[config.mk]
export PLATFORM = sky130hd
export DESIGN_NAME = cannon_sequencer
export DESIGN_NICKNAME = d
export VERILOG_FILES = /design/src/rtl/cannon_sequencer.sv
export SDC_FILE = /design/constraint.sdc
export NUM_CORES = 1
export LEC_CHECK = 0
export BUFFER_PORTS_ARGS = -buffer_cell sky130_fd_sc_hd__buf_2
export CORE_MARGIN = 8
export CORE_UTILIZATION = 48
export DETAILED_ROUTE_END_ITERATION = 10
export PLACE_DENSITY_LB_ADDON = 0.3
export SETUP_SLACK_MARGIN = 0.15
export SYNTH_ARGS = -nofsm -noshare
export SYNTH_HDL_FRONTEND = slang
export SYNTH_SLANG_ARGS = --single-unit
[constraint.sdc]
create_clock -name CLK -period 1.85 [get_ports CLK]
set_clock_uncertainty 0.1 [all_clocks]
set_input_delay 0.0925 -clock CLK [delete_from_list [all_inputs] [get_ports CLK]]
set_output_delay 0.0925 -clock CLK [all_outputs]
set_load 0.1 [all_outputs]
[src/rtl/cannon_sequencer.sv]
// Cannon matrix-multiply command sequencer: issues RESET, LOAD, then N rounds of MULTIPLY/SHIFT to the PE array.
// Optional per-command watchdog enabled by defining CANNON_SEQ_TIMEOUT_EN.
module cannon_sequencer #(
    parameter int N              = 4,
    parameter int CNT_W          = 8,
    parameter int TIMEOUT_CYCLES = 1024
) (
    input  logic             CLK,
    input  logic             reset_n,
    input  logic             start,
    input  logic             ready_all,
    output logic [2:0]       cmd,
    output logic             cmd_valid,
    output logic             image_to_shift,
    output logic             ack,
    output logic             busy,
    output logic             done,
    output logic             error,
    output logic [CNT_W-1:0] round,
    output logic [2:0]       state_dbg
);

    // Handshake: a command is live while cmd_valid=1; the array answers with ready_all=1,
    // the sequencer pulses ack for one cycle, then waits for ready_all=0 before the next command.
    typedef enum logic [2:0] {
        S_IDLE = 3'd0,
        S_CMD  = 3'd1,
        S_ACK  = 3'd2,
        S_CLR  = 3'd3,
        S_DONE = 3'd4,
        S_ERR  = 3'd5
    } state_t;

    typedef enum logic [2:0] {
        P_RST  = 3'd0,
        P_LOAD = 3'd1,
        P_MUL  = 3'd2,
        P_LEFT = 3'd3,
        P_UP   = 3'd4
    } phase_t;

    localparam logic [2:0]       CMD_MUL    = 3'b000;
    localparam logic [2:0]       CMD_UP     = 3'b001;
    localparam logic [2:0]       CMD_LEFT   = 3'b011;
    localparam logic [2:0]       CMD_LOAD   = 3'b101;
    localparam logic [2:0]       CMD_RESET  = 3'b111;
    localparam logic [CNT_W-1:0] LAST_ROUND = CNT_W'(N - 1);

    state_t           state, state_d;
    phase_t           phase, phase_d;
    logic [CNT_W-1:0] round_d;
    logic [2:0]       cmd_d;
    logic             img_d;
    logic             timed_out;

    function automatic logic [2:0] cmd_of(input phase_t p);
        case (p)
            P_RST:   cmd_of = CMD_RESET;
            P_LOAD:  cmd_of = CMD_LOAD;
            P_MUL:   cmd_of = CMD_MUL;
            P_LEFT:  cmd_of = CMD_LEFT;
            P_UP:    cmd_of = CMD_UP;
            default: cmd_of = CMD_MUL;
        endcase
    endfunction

    always_comb begin
        state_d = state;
        phase_d = phase;
        round_d = round;
        case (state)
            S_IDLE: begin
                if (start) begin
                    state_d = S_CMD;
                    phase_d = P_RST;
                    round_d = '0;
                end
            end
            S_CMD: begin
                if (ready_all) begin
                    state_d = S_ACK;
                end else if (timed_out) begin
                    state_d = S_ERR;
                end
            end
            S_ACK: state_d = S_CLR;
            S_CLR: begin
                if (!ready_all) begin
                    state_d = S_CMD;
                    case (phase)
                        P_RST:  phase_d = P_LOAD;
                        P_LOAD: phase_d = P_MUL;
                        P_MUL: begin
                            if (round == LAST_ROUND) begin
                                state_d = S_DONE;
                            end else begin
                                phase_d = P_LEFT;
                            end
                        end
                        P_LEFT: phase_d = P_UP;
                        P_UP: begin
                            phase_d = P_MUL;
                            round_d = round + CNT_W'(1);
                        end
                        default: state_d = S_DONE;
                    endcase
                end else if (timed_out) begin
                    state_d = S_ERR;
                end
            end
            S_DONE:  state_d = S_IDLE;
            S_ERR:   state_d = S_ERR;
            default: state_d = S_IDLE;
        endcase
    end

    // cmd and image only change when a new command goes live, so they hold while idle.
    always_comb begin
        cmd_d = cmd;
        img_d = image_to_shift;
        if (state_d == S_CMD) begin
            cmd_d = cmd_of(phase_d);
            img_d = (phase_d == P_UP);
        end
    end

    always_ff @(posedge CLK or negedge reset_n) begin
        if (!reset_n) begin
            state          <= S_IDLE;
            phase          <= P_RST;
            round          <= '0;
            cmd            <= '0;
            image_to_shift <= 1'b0;
            cmd_valid      <= 1'b0;
            ack            <= 1'b0;
            busy           <= 1'b0;
            done           <= 1'b0;
        end else begin
            state          <= state_d;
            phase          <= phase_d;
            round          <= round_d;
            cmd            <= cmd_d;
            image_to_shift <= img_d;
            cmd_valid      <= (state_d == S_CMD);
            ack            <= (state_d == S_ACK);
            busy           <= (state_d == S_CMD) || (state_d == S_ACK) || (state_d == S_CLR);
            done           <= (state_d == S_DONE);
        end
    end

    assign state_dbg = state;

`ifdef CANNON_SEQ_TIMEOUT_EN
    localparam int TMO_W = $clog2(TIMEOUT_CYCLES + 1);

    logic [TMO_W-1:0] tmo_cnt;

    // Counter restarts for each new command and keeps running across the ACK/CLR wait.
    always_ff @(posedge CLK or negedge reset_n) begin
        if (!reset_n) begin
            tmo_cnt <= '0;
        end else if ((state_d == S_CMD) && (state != S_CMD)) begin
            tmo_cnt <= '0;
        end else if ((state == S_CMD) || (state == S_CLR)) begin
            tmo_cnt <= tmo_cnt + TMO_W'(1);
        end
    end

    assign timed_out = (tmo_cnt == TMO_W'(TIMEOUT_CYCLES - 1));

    always_ff @(posedge CLK or negedge reset_n) begin
        if (!reset_n) begin
            error <= 1'b0;
        end else begin
            error <= (state_d == S_ERR);
        end
    end
`else
    assign timed_out = 1'b0;
    assign error     = 1'b0;
`endif

endmodule
Yosys cells after proc, flatten, opt, wreduce, memory -nomap -nowiden
Cells that the tools add are included.

cells by class
  add/sub/neg operators = 1
  multipliers = 0
  divide/modulo/power cells = 0
  order comparisons = 0
  equal/unequal tests = 19
  shift-type cells = 0
  multiplexer cells = 16
  bitwise operators = 0
  reduce and logical (&&, ||, !) cells = 9

operators by type and width
  kind                                                  number
  two-way mux 8 bit                                     3
  case mux 3 bit (4 select lines)                       2
  equality test 3 x 2 -> 1 bit (second input constant)  7
  two-way mux 3 bit                                     7
  case mux 8 bit (2 select lines)                       1
  case mux 3 bit (5 select lines)                       1
  equality test 3 x 1 -> 1 bit (second input constant)  4
  equality test 3 bit (second input constant)           4
  case mux 3 bit (2 select lines)                       2
  zero test 3 bit                                       3
  adder 8 x 1 -> 8 bit (second input constant)          1
  equality test 8 x 2 -> 1 bit (second input constant)  1
  != test 2 bit (second input constant)                 2
  AND reduction 4 bit                                   1
  OR reduction 4 bit                                    1
  logical OR 1 bit                                      2
  != test 2 x 1 -> 1 bit (second input constant)        1
  nonzero test 2 bit                                    1
  OR reduction 2 bit                                    1

storage, ports and cells
  flip-flop bits (word level) = 22
  latch bits = 0
  RAM bits = 0
  memory bits (read-only) = 0
  input port bits = 4
  word-level logic and storage cells = 54
  memories = 0

Longest topological paths before layout
  word-level depth = 8
  mapped depth = 6
  gate-level depth less buffers = 5

Worst setup path after synthesis
OpenSTA, ideal clock, no wires.

  kind = reg-to-reg
  start = register state[0], in the netlist state_dbg[0]
  end = register round[6]
  setup time = 70 ps
  data arrival time = 2272 ps
  data required time = 1680 ps
  path slack = -592 ps
  stages on the path, launching flop included = 7
  buffers on the path = 1
  cell sequence = dfrtp_1 > buf_2 > nand2_1 > a21oi_4 > nand3_2 > or4_1 > nand2_1

on the way
  longest elaborated chain between the ends = 3
  elaborated cells between the ends (all ways) = 8
  classes of those cells = eq/ne: 4; mux: 1; reduce/logical: 3

RTL lines
  item                                                                    line  text
  start: declaration                                                      49    state_t state, state_d;
  start signal: assignment                                                139   state <= state_d;
  equality test 3 x 2 -> 1 bit / zero test 3 bit (equally long branches)  71    case (state)
  != test 2 x 1 -> 1 bit (no source line), or another cell as far along   n/a
  AND reduction 4 bit (no source line)                                    n/a
  end signal: assignment                                                  141   round <= round_d;
  end: declaration                                                        19    output logic [CNT_W-1:0] round,

Several ways; a longest one is shown, not always the timed one.
A chain may end at the register's enable or synchronous reset.

Worst setup path after layout
  start = register state[0], in the netlist state_dbg[0]
  end = register cmd[0]

on the way
  longest elaborated chain between the ends = 4
  elaborated cells between the ends (all ways) = 16
  classes of those cells = eq/ne: 8; mux: 6; reduce/logical: 2

RTL lines
  item                                                                    line  text
  equality test 3 x 2 -> 1 bit / zero test 3 bit (equally long branches)  71
  case mux 3 bit (2 select lines)                                         71
  equality test 3 bit, or another cell as far along                       57    case (p)
  case mux 3 bit (4 select lines)                                         57
  end signal: assignment                                                  142   cmd <= cmd_d;
  end: declaration                                                        12    output logic [2:0] cmd,

Several ways; a longest one is shown, not always the timed one.

==> metrics.md <==
| Metric | Value |
|---|---|
| Critical path's slowest cell | dfrtp_4 |
| Clk pin slew, worst setup/hold paths | 0.12 ns |
| Leakage power | 0.837 nW |
| Drt first pass iters | 4 |
| GP Congestion | between 0.8 and 0.9 |
| Htree depth | 1 |
| WL final | between 3000 and 4000 µm |
| # setup viols final | 5 |
| Crit path required time | 1.98 ns |
| Final Cycle Share | 106% |
| Endpoints failing hold | 0 |
| Worst path cell trace | or3b_4, a21o_1, a32oi_4, o21ba_4, o31ai_2 |
| Largest cells by area after synthesis | dfrtp_1, o21ai_0, nor2b_1 |
| Peak supply drop | 1.44 mV |
| Leading cell type by number of instances after synthesis | dfrtp_1 |
| Cell Pwr Density | 1680 mW/mm² |
| Worst setup path class | reg2reg |
| Syn nets | 128 |
| Violated checks | negative setup slack |
| Worst Path Arrival | approximately 2.1 ns |
| Status | finished with violations |
| Minimum clock period | 1.95 ns |
| Top_reg_cell synth | dfrtp_1 |
| Syn Area/Cell | 10.1 µm² |
| Synth Instances | 123 |
| Cell Area, Synth | 0.00124 mm² |
| Max-cap violation count | 0 |
| Top cells by count, synth | dfrtp_1, o21ai_0, nor2_1 |
| Pre-CTS WS | -0.136 ns |
| HP Class | in2async |
| Core Region | ~0.0025 mm² |
| Hpwl dp | around 2300 µm |
| Port-buffer cells | 22 |
| Crit end category | flop |
| I/O pin cnt | 24 |
| Fin Hold WS | 0.150 ns |
| Yosys top cell area share | 44.4% |
| Via total after detailed routing | approximately 1100 |
| Max Slew Vio Count | 0 |
| Largest stage delay, worst path | 0.49 ns |
| DR vias/cell | roughly 5.4 |
| Clock Tree Root | clkbuf_4 |
| YS warnings | 0 |
| EDFF count, synth | 0 |
| Critical path launch point type | flop |
| Final worst setup slack | -0.104 ns |
| Pwr Total | 0.00302 W |
| Antenna violations before repair | 0 |
| Worst-path fanout max | 5 |
| Nets | 183 |
| Final core utilization | 73.1% |
| CTS tree | built |
| Global-route wire length before repair | 5460 µm |
| Overall die height | 66.8 µm |
| Unrepaired setup endpoints after global routing | yes |
| Congestion Overflow GR | 0 |
| Final Cell Area | between 0.0015 and 0.002 mm² |
| Die width | roughly 67 µm |
| Async set-or-reset flop fraction in the synthesized netlist | between 90% and 100% |
| Vias in the first global route | 1162 |
| Residual DRC | 0 |
| Fmax | 512 MHz |
| # diodes | 0 |
| Share of cells above drive strength 1 | 52.0% |
| Worst skew pair latency | 0.31 ns |
| Drt wl/cell | 15.4 µm |
| Largest net degree at the start of global routing | 23 |
| TritonCTS sink count | 22 |
| Gr usage total | 15.8% |
| Die area | between 0.004 and 0.005 mm² |
| Area Growth Syn to Fin | 44.9% |
| Area leader, netlist | dfrtp_1 |
| CTS Buf Count | 3 |
| Post-synthesis cell type count | 47 |
| Row cnt | 18 |
| Sequential cell area fraction in the yosys report | 44.4% |
| Initial Util | 50.5% |
| Starting DRC count in detailed routing | 42 |
| Placed Area | 0.00158 mm² |
| CTS max path bufs | 2 |
| Post-route ant nets | 0 |
| #FFs+latches synth | 22 |
-- state kept, by name (all words and copies together) (netlist names) --
| register | cells |
|---|---|
| busy | 1 |
| round | 8 |
| cmd_valid | 1 |
| done | 1 |
| cmd | 3 |
| state_dbg | 3 |
| phase | 3 |
| ack | 1 |
| image_to_shift | 1 |
-- placed cells by master (no fill, tap or decap), types with 6 or more instances in the layout --
cell type	netlist	final
nor2_1	8	8
dfrtp_1	22	11
dfrtp_4	0	6
buf_2	4	21
inv_1	7	6
buf_4	1	27
o21ai_1	0	6
-- cell families (layout without fill, tap and decap cells) --
| group | Yosys count | in the layout | synth area share, % |
|---|---|---|---|
| AOI/OAI and AO/OA | 31 | 31 | 18.9 |
| adders and majority gates | 1 | 1 | 1.01 |
| and+or+nand+nor | 48 | 48 | 25.1 |
| buffers and inverters | 12 | 66 | 4.34 |
| DFF | 22 | 22 | 44.4 |
| other | 1 | 1 | 0.303 |
| muxes | 2 | 2 | 1.72 |
| xor gates and xnor gates | 6 | 6 | 4.24 |
-- path summary, 6_finish.rpt --
check / from / end / slack, ns / cells after the start
min in group CLK: ready_all / done$_DFF_PN0_ / 0.21 / 5
max in group asynchronous: reset_n / round[1]$_DFFE_PN0P_ / 1.14 / 2
min reg2reg: cmd[2]$_DFFE_PN0P_ / cmd[2]$_DFFE_PN0P_ / 0.41 / 2
max: state_dbg[0]$_DFF_PN0_ / cmd[0]$_DFFE_PN0P_ / -0.10 / 5
max reg2reg: state_dbg[0]$_DFF_PN0_ / cmd[0]$_DFFE_PN0P_ / -0.10 / 5
min: reset_n / ack$_DFF_PN0_ / 0.15 / 2
-- through the flow --
stage	setup TNS (ns)	cells
2_1_floorplan	-1.08	123
3_3_place_gp	-0.107	191
3_5_place_dp	-0.413	191
4_1_cts	-0.288	204
5_1_grt	-0.751	207
6_report	-0.187	207
-- critical path: cells and delay by family, from the launching register on --
| kind | cells | cell delay [ns] |
|---|---|---|
| AO/OA/AOI/OAI | 4 | 0.83 |
| flip-flops | 1 | 0.49 |
| AND/OR/NAND/NOR | 1 | 0.44 |
-- layout make-up --
| type | instances | area, µm² |
|---|---|---|
| clock buffers | 4 | 36.3 |
| fillers | 186 | 659 |
| inverters | 7 | 26.3 |
| multi-input cells | 89 | 728 |
| flip-flops and latches | 22 | 579 |
| well taps | 30 | 37.5 |
| repair buffers | 55 | 388 |
-- timing repair --
action                                  CTS  global route
buffers inserted                          7             3
endpoints found under the setup margin   16            18
resized for setup                        20             6
endpoints found under the hold margin    23             0
pin swaps                                11             2
hold buffers                              2             0
-- metal layers --
metal	vias to the layer above	part of all wire (%)	track usage, %
met3	10	5.8	3.36
met5	-	0	0
met1	535	41	18.9
met2	31	51	25.8
li1	550	-	-
met4	0	2.5	8.00
-- report_power, final --
| part | switching, W | leakage (nW) | internal (W) | total, W |
|---|---|---|---|---|
| Combinational | 0.00137 | 0.549 | 0.000678 | 0.00204 |
| Sequential | 0.0000788 | 0.267 | 0.000625 | 0.000704 |
| Clock | 0.000151 | 0.0210 | 0.000120 | 0.000272 |
Power figures use the tool's default switching activity.
